$ cat src/rtl/mem_access_unit.sv
// Load/store unit between the MEM stage and the 512x16 data memory.
// Word accesses complete in one cycle; byte stores are a two-cycle read-modify-write.
module mem_access_unit #(
  parameter int ADDR_W     = 16,
  parameter int WORD_LIMIT = 512
) (
  input  logic              clk,
  input  logic              reset,
  input  logic              mem_read,
  input  logic              mem_write,
  input  logic              size,
  input  logic              sign_ext,
  input  logic [ADDR_W-1:0] addr,
  input  logic [15:0]       wdata,
  output logic              stall,
  output logic [15:0]       rdata,
  output logic              load_valid,
  output logic              fault,
  output logic [ADDR_W-1:0] fault_addr,
  output logic [ADDR_W-1:0] addrM,
  output logic [15:0]       write_dataM,
  output logic              write_en,
  input  logic [15:0]       read_dataM
);

  localparam int          WIDX       = $clog2(WORD_LIMIT);
  localparam int unsigned BYTE_LIMIT = 2 * WORD_LIMIT;

  typedef enum logic {IDLE, RMW} state_t;

  state_t              r_state, w_next;
  logic [15:0]         r_rdata, r_merge;
  logic                r_lv, r_fault, r_bsel;
  logic [ADDR_W-1:0]   r_fa, r_waddr;
  logic [7:0]          r_wbyte;

  logic                w_req, w_oor, w_fault, w_ok;
  logic                w_word_ld, w_word_st, w_byte_ld, w_byte_st;
  logic [ADDR_W-1:0]   w_waddr;
  logic [7:0]          w_byte;
  logic [15:0]         w_byte_ext, w_merged;

  // Classification only matters in IDLE; RMW ignores whatever is presented.
  assign w_req     = mem_read | mem_write;
  assign w_oor     = (32'(addr) >= BYTE_LIMIT);
  assign w_fault   = w_req & ((mem_read & mem_write) | w_oor | (~size & addr[0]));
  assign w_ok      = w_req & ~w_fault;
  assign w_word_ld = w_ok & mem_read  & ~size;
  assign w_word_st = w_ok & mem_write & ~size;
  assign w_byte_ld = w_ok & mem_read  &  size;
  assign w_byte_st = w_ok & mem_write &  size;

  assign w_waddr    = ADDR_W'(addr[WIDX:1]);
  assign w_byte     = addr[0] ? read_dataM[15:8] : read_dataM[7:0];
  assign w_byte_ext = sign_ext ? {{8{w_byte[7]}}, w_byte} : {8'h00, w_byte};
  assign w_merged   = r_bsel ? {r_wbyte, r_merge[7:0]} : {r_merge[15:8], r_wbyte};

  always_ff @(posedge clk or negedge reset) begin
    if (!reset) begin
      r_state <= IDLE;
      r_rdata <= '0;
      r_lv    <= 1'b0;
      r_fault <= 1'b0;
      r_fa    <= '0;
      r_merge <= '0;
      r_waddr <= '0;
      r_bsel  <= 1'b0;
      r_wbyte <= '0;
    end else begin
      r_state <= w_next;
      r_lv    <= (r_state == IDLE) & (w_word_ld | w_byte_ld);
      r_fault <= (r_state == IDLE) & w_fault;
      if (r_state == IDLE) begin
        if (w_word_ld) r_rdata <= read_dataM;
        if (w_byte_ld) r_rdata <= w_byte_ext;
        if (w_fault)   r_fa    <= addr;
        if (w_byte_st) begin
          r_merge <= read_dataM;
          r_waddr <= w_waddr;
          r_bsel  <= addr[0];
          r_wbyte <= wdata[7:0];
        end
      end
    end
  end

  always_comb begin
    w_next      = r_state;
    stall       = 1'b0;
    write_en    = 1'b0;
    addrM       = w_waddr;
    write_dataM = wdata;
    case (r_state)
      IDLE: begin
        write_en = w_word_st;
        if (w_byte_st) begin
          stall  = 1'b1;
          w_next = RMW;
        end
      end
      RMW: begin
        addrM       = r_waddr;
        write_dataM = w_merged;
        write_en    = 1'b1;
        stall       = w_req;
        w_next      = IDLE;
      end
      default: w_next = IDLE;
    endcase
    // Memory writes on the falling edge, so reset must kill the enable at once.
    if (!reset) write_en = 1'b0;
  end

  assign rdata      = r_rdata;
  assign load_valid = r_lv;
  assign fault      = r_fault;
  assign fault_addr = r_fa;

endmodule

$ cat config.mk
export PLATFORM = sky130hd
export DESIGN_NAME = mem_access_unit
export DESIGN_NICKNAME = d
export VERILOG_FILES = /design/src/rtl/mem_access_unit.sv
export SDC_FILE = /design/constraint.sdc
export NUM_CORES = 1
export LEC_CHECK = 0
export ABC_AREA = 0
export CORE_ASPECT_RATIO = 1.75
export CORE_MARGIN = 10
export CORE_UTILIZATION = 42
export CTS_BUF_LIST = sky130_fd_sc_hd__clkbuf_8
export DETAILED_ROUTE_END_ITERATION = 16
export GPL_TIMING_DRIVEN = 0
export PLACE_DENSITY = 0.85
export SYNTH_ARGS = -nofsm -noshare
export SYNTH_HDL_FRONTEND = slang
export SYNTH_SLANG_ARGS = --single-unit
$ cat constraint.sdc
create_clock -name clk -period 1.6 [get_ports clk]
set_clock_uncertainty 0.05 [all_clocks]
set_input_delay 0.24 -clock clk [delete_from_list [all_inputs] [get_ports clk]]
set_output_delay 0.24 -clock clk [all_outputs]
set_load 0.1 [all_outputs]
==> results.py, run 1 <==
metrics = {
    "outcome": {
        "status": "finished, violations left",
        "violations": "negative hold slack, negative setup slack",
    },
    "floorplan": {
        "dieHeight_um": 138.2,
        "rows": 43,
        "core_um2": 7855,
        "io_pins": 122,
        "fp.dieW_um": 87.56,
        "initial_core_util_pct": 42.70,
        "die_area_um2": 12100,
    },
    "cts": {
        "clk_latency_ns": 0.36,
        "cts_tree": "done",
        "clk_path_buf_depth": 2,
        "path_clk_slew_ns": 0.08,
        "clockRootBuffer": "clkbuf_8",
        "htreeDepth": 3,
        "cts_sinks": 69,
        "cts_buffers": 9,
    },
    "cells_and_area": {
        "areaGrowthSynthToFinish_pct": 73.70,
        "fin_util_pct": 74.18,
        "final_cells": 576,
        "num_antenna_cells": 0,
        "nNetsFinal": 535,
        "drive_above_1_share_pct": 44.44,
    },
    "worst_setup_path": {
        "rrSetupSlack_ns": -0.25,
        "end_kind": "output port",
        "cp-startpoint": "r_state$_DFF_PN0_",
        "cp.required_ns": 1.31,
        "cp_max_fo": 6,
        "reg2reg_depth": 5,
        "startpoint_type": "flip-flop",
        "crit_type": "reg2out",
        "r2r-start": "r_state$_DFF_PN0_",
        "timing.rr.end": "rdata[3]$_DFFE_PN0P_",
        "worstPathArrival_ns": 1.62,
        "crit_path_end": "write_dataM[10]",
    },
    "synth": {
        "synthCells": 331,
        "syn_area_per_cell_um2": 10.13,
        "yosysUniqueCellTypes": 29,
        "synth_top_area_cell": "dfrtp_1",
        "ys_top_cells_by_area": "dfrtp_1 (51%), mux2_2 (11%), nand2_1 (9.8%)",
        "synth_async_sr_flop_share_pct": 100.0,
        "ys_seq_area_share_pct": 51.47,
        "yosys_register_bits": 69,
        "synth_flop_cell": "dfrtp_1",
        "yosys_warnings": 0,
        "syn_area_um2": 3354,
        "synth_top_area_share_pct": 51.47,
        "synth-edff-count": 0,
    },
    "timing": {
        "setup_viol": 43,
        "timing_hold_violations_final": 69,
        "slew_headroom_pct": 40.54,
        "setup_ws_ns": -0.3050,
        "rsz0062_at_grt": "yes",
        "slew_violations": 0,
        "max_freq_mhz": 524.9,
        "finalCritPeriodShare_pct": 119.1,
        "holdWs_ns": -0.06271,
        "tightest_slew_ns": 0.8919,
        "period_minus_slack_ns": 1.905,
        "tns_ns": -10.51,
    },
    "global_routing": {
        "grt_use_met3_pct": 4.176,
        "grt_pass1_wl_um": 17750,
        "met2_usage_pct": 32.81,
        "antenna_found_initial": 0,
        "met1_usage_pct": 19.05,
        "first_global_vias": 3352,
        "grt-ovfl-total": 0,
        "grt_max_degree": 71,
        "gr-max-usage-layer": "met2",
        "track_usage_pct": 18.74,
    },
    "flow_run": {
        "max_cap_viol_count": 0,
    },
    "pwr": {
        "clock_power_share_pct": 31.7,
        "power_frac_comb_pct": 31.0,
        "internal-power_uw": 3296,
        "p_per_area_nw_per_um2": 880.0,
        "p_leak_uw": 0.002740,
        "p_sw_uw": 1832,
        "p_sw_share_pct": 35.73,
        "p_seq_share_pct": 37.3,
        "peakVddDrop_uv": 641.5,
    },
    "placed_design": {
        "gp_congestion": 0.8498,
        "dp.cells": 539,
        "dp_hpwl_um": 7938,
        "portBuffers": 112,
    },
    "route": {
        "drcViolationCount": 0,
        "via_per_inst": 5.349,
        "finalWirelength_um": 11740,
        "dr.pass1.iters": 4,
        "ant_nets": 0,
        "drt-initial-drc-count": 172,
        "routedWlPerCell_um": 20.38,
        "vias": 3081,
    },
    "worst_hold_path": {
        "hp-class": "in2async",
    },
}
==> sequential cells by signal, indices dropped and copies added (netlist names) <==
register    cells
fault_addr     16
r_merge        16
rdata          16
r_waddr         9
r_wbyte         8
fault           1
load_valid      1
r_bsel          1
r_state         1
==> worst min-delay path by stage <==
stage,cells past startpoint,startpoint,slack (ns),endpoint
2_1_floorplan,0,reset,-0.11,fault$_DFF_PN0_
3_3_place_gp,2,r_waddr[7]$_DFFE_PN0P_,0.39,r_waddr[7]$_DFFE_PN0P_
3_5_place_dp,1,reset,0.36,fault_addr[0]$_DFFE_PN0P_
4_1_cts,1,reset,-0.02,fault_addr[0]$_DFFE_PN0P_
5_1_grt,1,reset,0.01,fault_addr[0]$_DFFE_PN0P_
6_report,1,reset,-0.06,fault_addr[0]$_DFFE_PN0P_
==> cell families after synthesis <==
logic type	synth area share [%]
AO/OA/AOI/OAI	7.423
buffers and inverters	5.446
flip-flops	51.47
multiplexers	20.37
other	0.1118
AND/OR/NAND/NOR	15.18
==> through the flow <==
step | power (µW) | instance area (µm²) | worst slack (ns)
final | 5127 | 5827 | -0.3050
after global routing | 5281 | 5827 | -0.3603
after CTS | 5095 | 5673 | -0.3324
after detailed placement | 3402 | 4923 | -1.769
after global placement | 3381 | 4926 | -3.083
after floorplan | 2958 | 3692 | -0.2979
==> power groups by stage <==
stage	combinational, µW	clock [µW]	sequential (µW)
6_report	1590	1620	1910
5_1_grt	1650	1710	1920
4_1_cts	1570	1620	1910
3_5_place_dp	1470	0	1930
3_3_place_gp	1450	0	1930
2_1_floorplan	591	0	2370
==> cell type report <==
| class | instances | area (µm²) |
|---|---|---|
| fillers | 472 | 2028 |
| inverters | 12 | 45.04 |
| clock buffers | 11 | 151.4 |
| repair buffers | 134 | 1549 |
| well taps | 90 | 112.6 |
| clock inverters | 5 | 73.82 |
| flip-flops and latches | 69 | 1727 |
| multi-input cells | 229 | 1881 |
| plain buffers | 26 | 287.8 |
==> cell usage in the layout (no fill, tap or decap), types with 3 or more instances in the layout <==
cell | synthesis | final
buf_12 | 0 | 27
mux2_4 | 8 | 16
o21ai_0 | 17 | 16
mux2i_1 | 18 | 5
clkbuf_1 | 13 | 3
a22o_1 | 6 | 6
mux2i_2 | 0 | 10
inv_1 | 12 | 13
a21oi_4 | 0 | 16
nor2_4 | 0 | 3
nor2_1 | 19 | 13
mux2_2 | 34 | 26
mux2i_4 | 0 | 3
buf_2 | 2 | 10
clkdlybuf4s18_2 | 0 | 8
nor2_2 | 0 | 3
clkbuf_8 | 0 | 13
clkbuf_16 | 0 | 4
dlygate4sd2_1 | 0 | 3
clkdlybuf4s15_2 | 0 | 20
dfrtp_1 | 69 | 69
buf_6 | 1 | 8
buf_4 | 7 | 26
conb_1 | 1 | 7
nand2_1 | 88 | 87
clkdlybuf4s50_1 | 0 | 42
==> worst max-delay path, stage by stage, from the launching register on <==
cell and delay [ns]:
dfrtp_1 0.43, buf_8 0.15, buf_12 0.14, clkbuf_16 0.17
a21oi_4 0.17, buf_12 0.19
==> repair_timing <==
action / CTS / global route
endpoints found under the hold margin: 69 / 0
gates cloned: 3 / 1
setup endpoints to repair: 130 / 95
setup buffers: 11 / 7
pin swaps: 16 / 13
gates resized for setup: 391 / 58
==> Yosys cell counts, types with 2 or more instances <==
| library cell | count |
|---|---|
| nor4b_1 | 2 |
| dfrtp_1 | 69 |
| nand4b_1 | 2 |
| mux2_2 | 34 |
| a21oi_1 | 16 |
| inv_1 | 12 |
| buf_1 | 4 |
| buf_4 | 7 |
| nand2_1 | 88 |
| mux2i_1 | 18 |
| nor2_1 | 19 |
| buf_2 | 2 |
| o21ai_0 | 17 |
| a22o_1 | 6 |
| mux2_4 | 8 |
| clkbuf_1 | 13 |
| nor4bb_1 | 2 |
==> layer usage <==
| metal | vias to the layer above | wire length, µm | part of all wire [%] |
|---|---|---|---|
| met5 | - | 0 | 0 |
| met4 | 0 | 546 | 4.7 |
| met2 | 124 | 6418 | 55 |
| li1 | 1396 | - | - |
| met1 | 1525 | 4038 | 34 |
| met3 | 36 | 735 | 6.3 |
Power figures use the tool's default switching activity.
==> run 2: changes to the inputs <==
CELL_PAD_IN_SITES_DETAIL_PLACEMENT = 0   (was default)
CELL_PAD_IN_SITES_GLOBAL_PLACEMENT = 2   (was default)
CORE_ASPECT_RATIO = 0.7   (was 1.75)
CORE_UTILIZATION = 25   (was 42)
CTS_CLUSTER_DIAMETER = 80   (was default)
==> run 2 against run 1 <==
The run still ends with negative hold slack, negative setup slack left. Non-clock buffer count is 15 higher. Design area is 6.4% higher. Clock power is 15% lower. Global-route usage is 5.2 points lower. Maximum frequency is 0.84% lower. Critical path type unchanged. Largest cell class is now buffers.
==> results.py, run 2 (synthesis gave the netlist of run 1 again) <==
metrics = {
    "timing": {
        "max_freq_mhz": 520.5,
        "slew_headroom_pct": 63.66,
        "rsz0062_at_grt": "yes",
        "finalCritPeriodShare_pct": 120.1,
        "setup_viol": 81,
        "period_minus_slack_ns": 1.921,
        "setup_ws_ns": -0.3212,
        "tightest_slew_ns": 0.5476,
        "timing_hold_violations_final": 43,
        "holdWs_ns": -0.1576,
        "slew_violations": 0,
        "tns_ns": -12.49,
    },
    "worst_setup_path": {
        "startpoint_type": "flip-flop",
        "cp_top_family": "buffers and inverters",
        "crit_type": "reg2out",
        "end_kind": "output port",
        "cp_num_buf_inv": 4,
        "cp.required_ns": 1.31,
        "rrSetupSlack_ns": -0.18,
        "cp_common_cell": "buf_12",
        "cpMaxStageDelayCell": "dfrtp_1",
        "cpPeakStageDelay_ns": 0.42,
        "cp_max_fo": 7,
        "worstPathArrival_ns": 1.63,
        "cp_cell_sequence": "buf_8, buf_12, clkbuf_16, a21oi_4, buf_12",
    },
    "outcome": {
        "violations": "negative hold slack, negative setup slack",
        "status": "finished, violations left",
    },
    "cells_and_area": {
        "nNetsFinal": 551,
        "final_common_cell": "dfrtp_1",
        "drive_above_1_share_pct": 51.79,
        "num_antenna_cells": 0,
        "fin_util_pct": 47.17,
        "final_cell_mix": "dfrtp_1 (69), nand2_1 (60), clkdlybuf4s50_1 (42), buf_12 (29), buf_2 (29)",
        "fin_area_um2": 6197,
        "areaGrowthSynthToFinish_pct": 84.74,
    },
    "route": {
        "dr.pass1.iters": 4,
        "ant_nets": 0,
        "routedWlPerCell_um": 19.24,
        "via_per_inst": 4.501,
        "drt-initial-drc-count": 159,
        "vias": 3007,
        "drcViolationCount": 0,
        "finalWirelength_um": 12850,
    },
    "floorplan": {
        "rows": 35,
        "die_area_um2": 18530,
        "io_pins": 122,
        "fp.dieW_um": 158.5,
        "core_um2": 13140,
        "dieHeight_um": 116.9,
        "initial_core_util_pct": 25.53,
    },
    "global_routing": {
        "grt_pass1_wl_um": 19050,
        "grt_max_degree": 45,
        "first_global_vias": 3241,
        "track_usage_pct": 13.58,
        "antenna_found_initial": 0,
        "grt-ovfl-total": 0,
    },
    "cts": {
        "cts_buffers": 9,
        "clk_path_buf_depth": 2,
        "clockRootBuffer": "clkbuf_8",
        "cts_tree": "done",
        "path_clk_slew_ns": 0.08,
        "htreeDepth": 3,
        "cts_sinks": 69,
        "clk_latency_ns": 0.36,
        "ctsHoldBuffers": 3,
    },
    "pwr": {
        "p_leak_uw": 0.002948,
        "peakVddDrop_uv": 406.0,
        "p_per_area_nw_per_um2": 793.2,
        "totalPowerFinal_uw": 4916,
    },
    "placed_design": {
        "dpl_cell_area_um2": 5046,
        "portBuffers": 112,
        "dp_hpwl_um": 8818,
        "pre_cts_slack_ns": -1.744,
        "gp_congestion": 0.7316,
    },
    "worst_hold_path": {
        "hp-class": "in2async",
    },
    "flow_run": {
        "max_cap_viol_count": 0,
    },
}
-- run 2: power by group --
group | switching (µW) | leakage, µW | total [µW] | internal (µW)
clock | 761 | 0.0000911 | 1380 | 616
sequential | 72.2 | 0.000911 | 1920 | 1840
combinational | 1110 | 0.00195 | 1620 | 517
-- run 2: timing repair --
item	CTS	global route
cloned	7	4
endpoints found under the hold margin	26	43
endpoints found under the setup margin	130	119
buffers inserted	16	9
gates resized for setup	431	120
pin swaps	17	42
-- run 2: worst paths after layout --
check | from | end | cells past startpoint
setup / recovery | r_state$_DFF_PN0_ | write_dataM[8] | 5
hold / removal | reset | r_wbyte[3]$_DFFE_PN0P_ | 2
setup reg to reg | r_state$_DFF_PN0_ | rdata[5]$_DFFE_PN0P_ | 5
hold reg to reg | r_waddr[1]$_DFFE_PN0P_ | r_waddr[1]$_DFFE_PN0P_ | 2
max in group asynchronous | reset | r_wbyte[5]$_DFFE_PN0P_ | 4
min in group clk | addr[15] | fault_addr[15]$_DFFE_PN0P_ | 2
-- run 2: final cells by class --
| type | instances | area [µm²] |
|---|---|---|
| buffer | 25 | 289.0 |
| clock inverter | 6 | 45.04 |
| clock buffer | 10 | 137.6 |
| multi-input combinational | 230 | 1986 |
| tap | 166 | 207.7 |
| fill | 1214 | 6940 |
| sequential | 69 | 1727 |
| inverter | 12 | 45.04 |
| timing repair buffer | 150 | 1760 |
-- run 2: worst reg2reg max path, stage by stage, from the launching register on --
cell     delay, ns
dfrtp_1       0.42
buf_6         0.14
buf_6         0.11
or4_4         0.48
buf_12        0.18
mux2_4        0.29
-- run 2: per-stage QoR --
stage / hold slack [ns] / std cells
floorplan: -0.1056 / 337
global placement: 0.3973 / 615
detailed placement: 0.1525 / 616
CTS: -0.1636 / 657
global route: -0.1644 / 668
finish: -0.1576 / 668
-- run 2: metal layers --
layer / vias up / wire length (µm) / GRT usage, %
li1: 1442 / - / -
met1: 1476 / 6178 / 18.69
met2: 83 / 5769 / 20.03
met3: 6 / 844 / 5.257
met4: 0 / 57 / 2.092
met5: - / 0 / 0
==> run 3: changes to the inputs <==
ABC_AREA = 1   (was 0)
CORE_UTILIZATION = 24   (was 25)
==> run 3 against run 2 <==
The run still ends with negative hold slack, negative setup slack left. Combinational power grew 9.9%. Sequential share of layout area shrank 0.60 points. Power grew 12%. Non-clock buffer count shrank 4. Cell count grew 21%. Synthesized cell count grew 37%. Sequential power is essentially flat. Register-to-register slack gained 0.23 ns. First-iteration DRC count grew 13%. Wire length grew 3.0%. Clock-buffer cell count shrank 1. Hold slack gained 0.0023 ns.
==> results.py, run 3 <==
metrics = {
    "outcome": {
        "status": "finished, violations left",
        "violations": "negative hold slack, negative setup slack",
    },
    "floorplan": {
        "initial_core_util_pct": 24.66,
        "dieHeight_um": 123.2,
        "core_um2": 14810,
        "fp.dieW_um": 167.5,
        "rows": 37,
        "die_area_um2": 20640,
        "io_pins": 122,
    },
    "pwr": {
        "p_sw_share_pct": 38.04,
        "p_seq_share_pct": 35.6,
        "peakVddDrop_uv": 354.0,
        "p_per_area_nw_per_um2": 865.5,
        "clock_power_share_pct": 32.1,
        "p_sw_uw": 2087,
        "p_leak_uw": 0.003125,
        "power_frac_comb_pct": 32.4,
        "internal-power_uw": 3399,
    },
    "route": {
        "finalWirelength_um": 13240,
        "dr.pass1.iters": 4,
        "routedWlPerCell_um": 16.36,
        "ant_nets": 0,
        "via_per_inst": 4.307,
        "vias": 3484,
        "drcViolationCount": 0,
        "drt-initial-drc-count": 179,
    },
    "synth": {
        "syn_area_per_cell_um2": 8.083,
        "synth_top_area_cell": "dfrtp_1",
        "synth_top_area_share_pct": 47.26,
        "synth-edff-count": 0,
        "ys_top_cells_by_area": "dfrtp_1 (47%), nand2_1 (16%), o21ai_0 (7.5%)",
        "synth.most_common_cell": "nand2_1",
        "ys_seq_area_share_pct": 47.26,
        "yosys_warnings": 0,
        "synthCells": 452,
        "synth_flop_cell": "dfrtp_1",
        "ys_top_cells_by_count": "nand2_1 (158), dfrtp_1 (69), o21ai_0 (55)",
        "synth_async_sr_flop_share_pct": 100.0,
        "yosys_register_bits": 69,
        "yosysUniqueCellTypes": 24,
        "syn_area_um2": 3654,
    },
    "timing": {
        "setup_ws_ns": -0.2654,
        "finalCritPeriodShare_pct": 116.6,
        "slew_headroom_pct": 62.04,
        "rsz0062_at_grt": "yes",
        "holdWs_ns": -0.1553,
        "timing_hold_violations_final": 69,
        "setup_viol": 27,
        "slew_violations": 0,
        "tns_ns": -5.882,
        "max_freq_mhz": 536.1,
        "tightest_slew_ns": 0.5720,
        "period_minus_slack_ns": 1.865,
    },
    "worst_setup_path": {
        "timing.rr.end": "rdata[8]$_DFFE_PN0P_",
        "worstPathArrival_ns": 1.58,
        "reg2reg_depth": 9,
        "startpoint_type": "flip-flop",
        "end_kind": "output port",
        "r2r-start": "r_state$_DFF_PN0_",
        "crit_type": "reg2out",
        "cp_max_fo": 10,
        "rrSetupSlack_ns": 0.05,
        "cp.required_ns": 1.31,
    },
    "cts": {
        "clk_latency_ns": 0.34,
        "clk_path_buf_depth": 2,
        "path_clk_slew_ns": 0.08,
        "clockRootBuffer": "clkbuf_8",
        "cts_sinks": 69,
        "cts_buffers": 9,
        "htreeDepth": 3,
        "cts_tree": "done",
    },
    "worst_hold_path": {
        "hp-class": "in2async",
    },
    "global_routing": {
        "first_global_vias": 3813,
        "grt_pass1_wl_um": 21000,
        "grt-ovfl-total": 0,
        "antenna_found_initial": 1,
        "track_usage_pct": 12.76,
        "grt_max_degree": 71,
    },
    "placed_design": {
        "portBuffers": 113,
        "dp_hpwl_um": 10260,
        "gp_congestion": 0.7867,
    },
    "cells_and_area": {
        "final_common_cell": "nand2_1",
        "nNetsFinal": 662,
        "drive_above_1_share_pct": 41.27,
        "fin_util_pct": 42.78,
        "final_cell_mix": "nand2_1 (151), dfrtp_1 (68), clkdlybuf4s50_1 (44), inv_1 (32), o21ai_2 (32)",
        "areaGrowthSynthToFinish_pct": 73.46,
    },
    "flow_run": {
        "max_cap_viol_count": 0,
    },
}
## run 3: changes by cell type after synthesis, moves of 18 or more
cell | before | now
nand2_1 | 88 | 158
o21ai_0 | 17 | 55
mux2_2 | 34 | 0
nand2_2 | 0 | 26
o21ai_2 | 1 | 25
inv_1 | 12 | 34
mux2i_1 | 18 | 0
## run 3: layout make-up
class	instances	area (µm²)
Antenna cell	1	2.502
Buffer	32	379.1
Clock buffer	9	123.9
Clock inverter	7	113.9
Fill cell	1452	8477
Inverter	38	153.9
Multi-Input combinational cell	319	2038
Sequential cell	69	1728
Tap cell	195	244.0
Timing Repair Buffer	139	1554
## run 3: worst max-delay path, cell delays in order, from the launching register on
cell and delay (ns):
dfrtp_1 0.36, buf_8 0.14, clkinvlp_4 0.14, clkbuf_16 0.20
a21boi_4 0.19, buf_12 0.19
## run 3: timing repair
item | CTS | global route
setup endpoints to repair | 106 | 83
cloned | 1 | 1
pin swaps | 8 | 8
gates resized for setup | 389 | 66
setup buffers | 11 | 12
hold endpoints to repair | 69 | 69
## run 3: through the flow
stage                     instances  power (µW)  setup slack (ns)  area, µm²  hold WS, ns
after floorplan                 458        3171           -0.1768       4110      -0.1056
after global placement          766        3671            -3.414       5485       0.4153
after detailed placement        767        3692            -1.657       5510       0.2369
after CTS                       795        5554           -0.3055       6282      -0.1433
after global routing            808        5717           -0.3680       6335      -0.1365
final                           809        5485           -0.2654       6337      -0.1553
## run 3: how the worst max path moves through the flow
stage	startpoint	endpoint	slack (ns)	cells after the start
final	r_state$_DFF_PN0_	write_en	-0.27	5
after global routing	r_state$_DFF_PN0_	write_en	-0.37	5
after CTS	r_state$_DFF_PN0_	write_en	-0.31	5
after detailed placement	mem_write	stall	-1.66	8
after global placement	reset	write_en	-3.41	3
after floorplan	addr[0]	write_en	-0.18	7
## run 3: metal layers
metal	vias to the layer above	share of wire, %	global-route usage [%]
met4	0	0.55	2.603
met1	1654	46	16.59
li1	1737	-	-
met5	-	0	0
met2	87	45	20.09
met3	6	7.6	4.566
## run 3: power by group through the flow
stage | registers [µW] | clock network [µW] | logic (µW)
final | 1950 | 1760 | 1780
after global placement | 1970 | 0 | 1700
after detailed placement | 1980 | 0 | 1710
after floorplan | 2510 | 0 | 660
after global routing | 1970 | 1880 | 1860
after CTS | 1950 | 1800 | 1800
## run 3: kinds of logic (layout without fill, tap and decap cells)
| logic type | count (synthesis) | count (layout) | synth area share (%) |
|---|---|---|---|
| buf+inv | 70 | 225 | 10.00 |
| compound gates | 90 | 90 | 15.31 |
| simple gates | 222 | 222 | 27.33 |
| other cells | 1 | 8 | 0.1026 |
| flops | 69 | 69 | 47.26 |
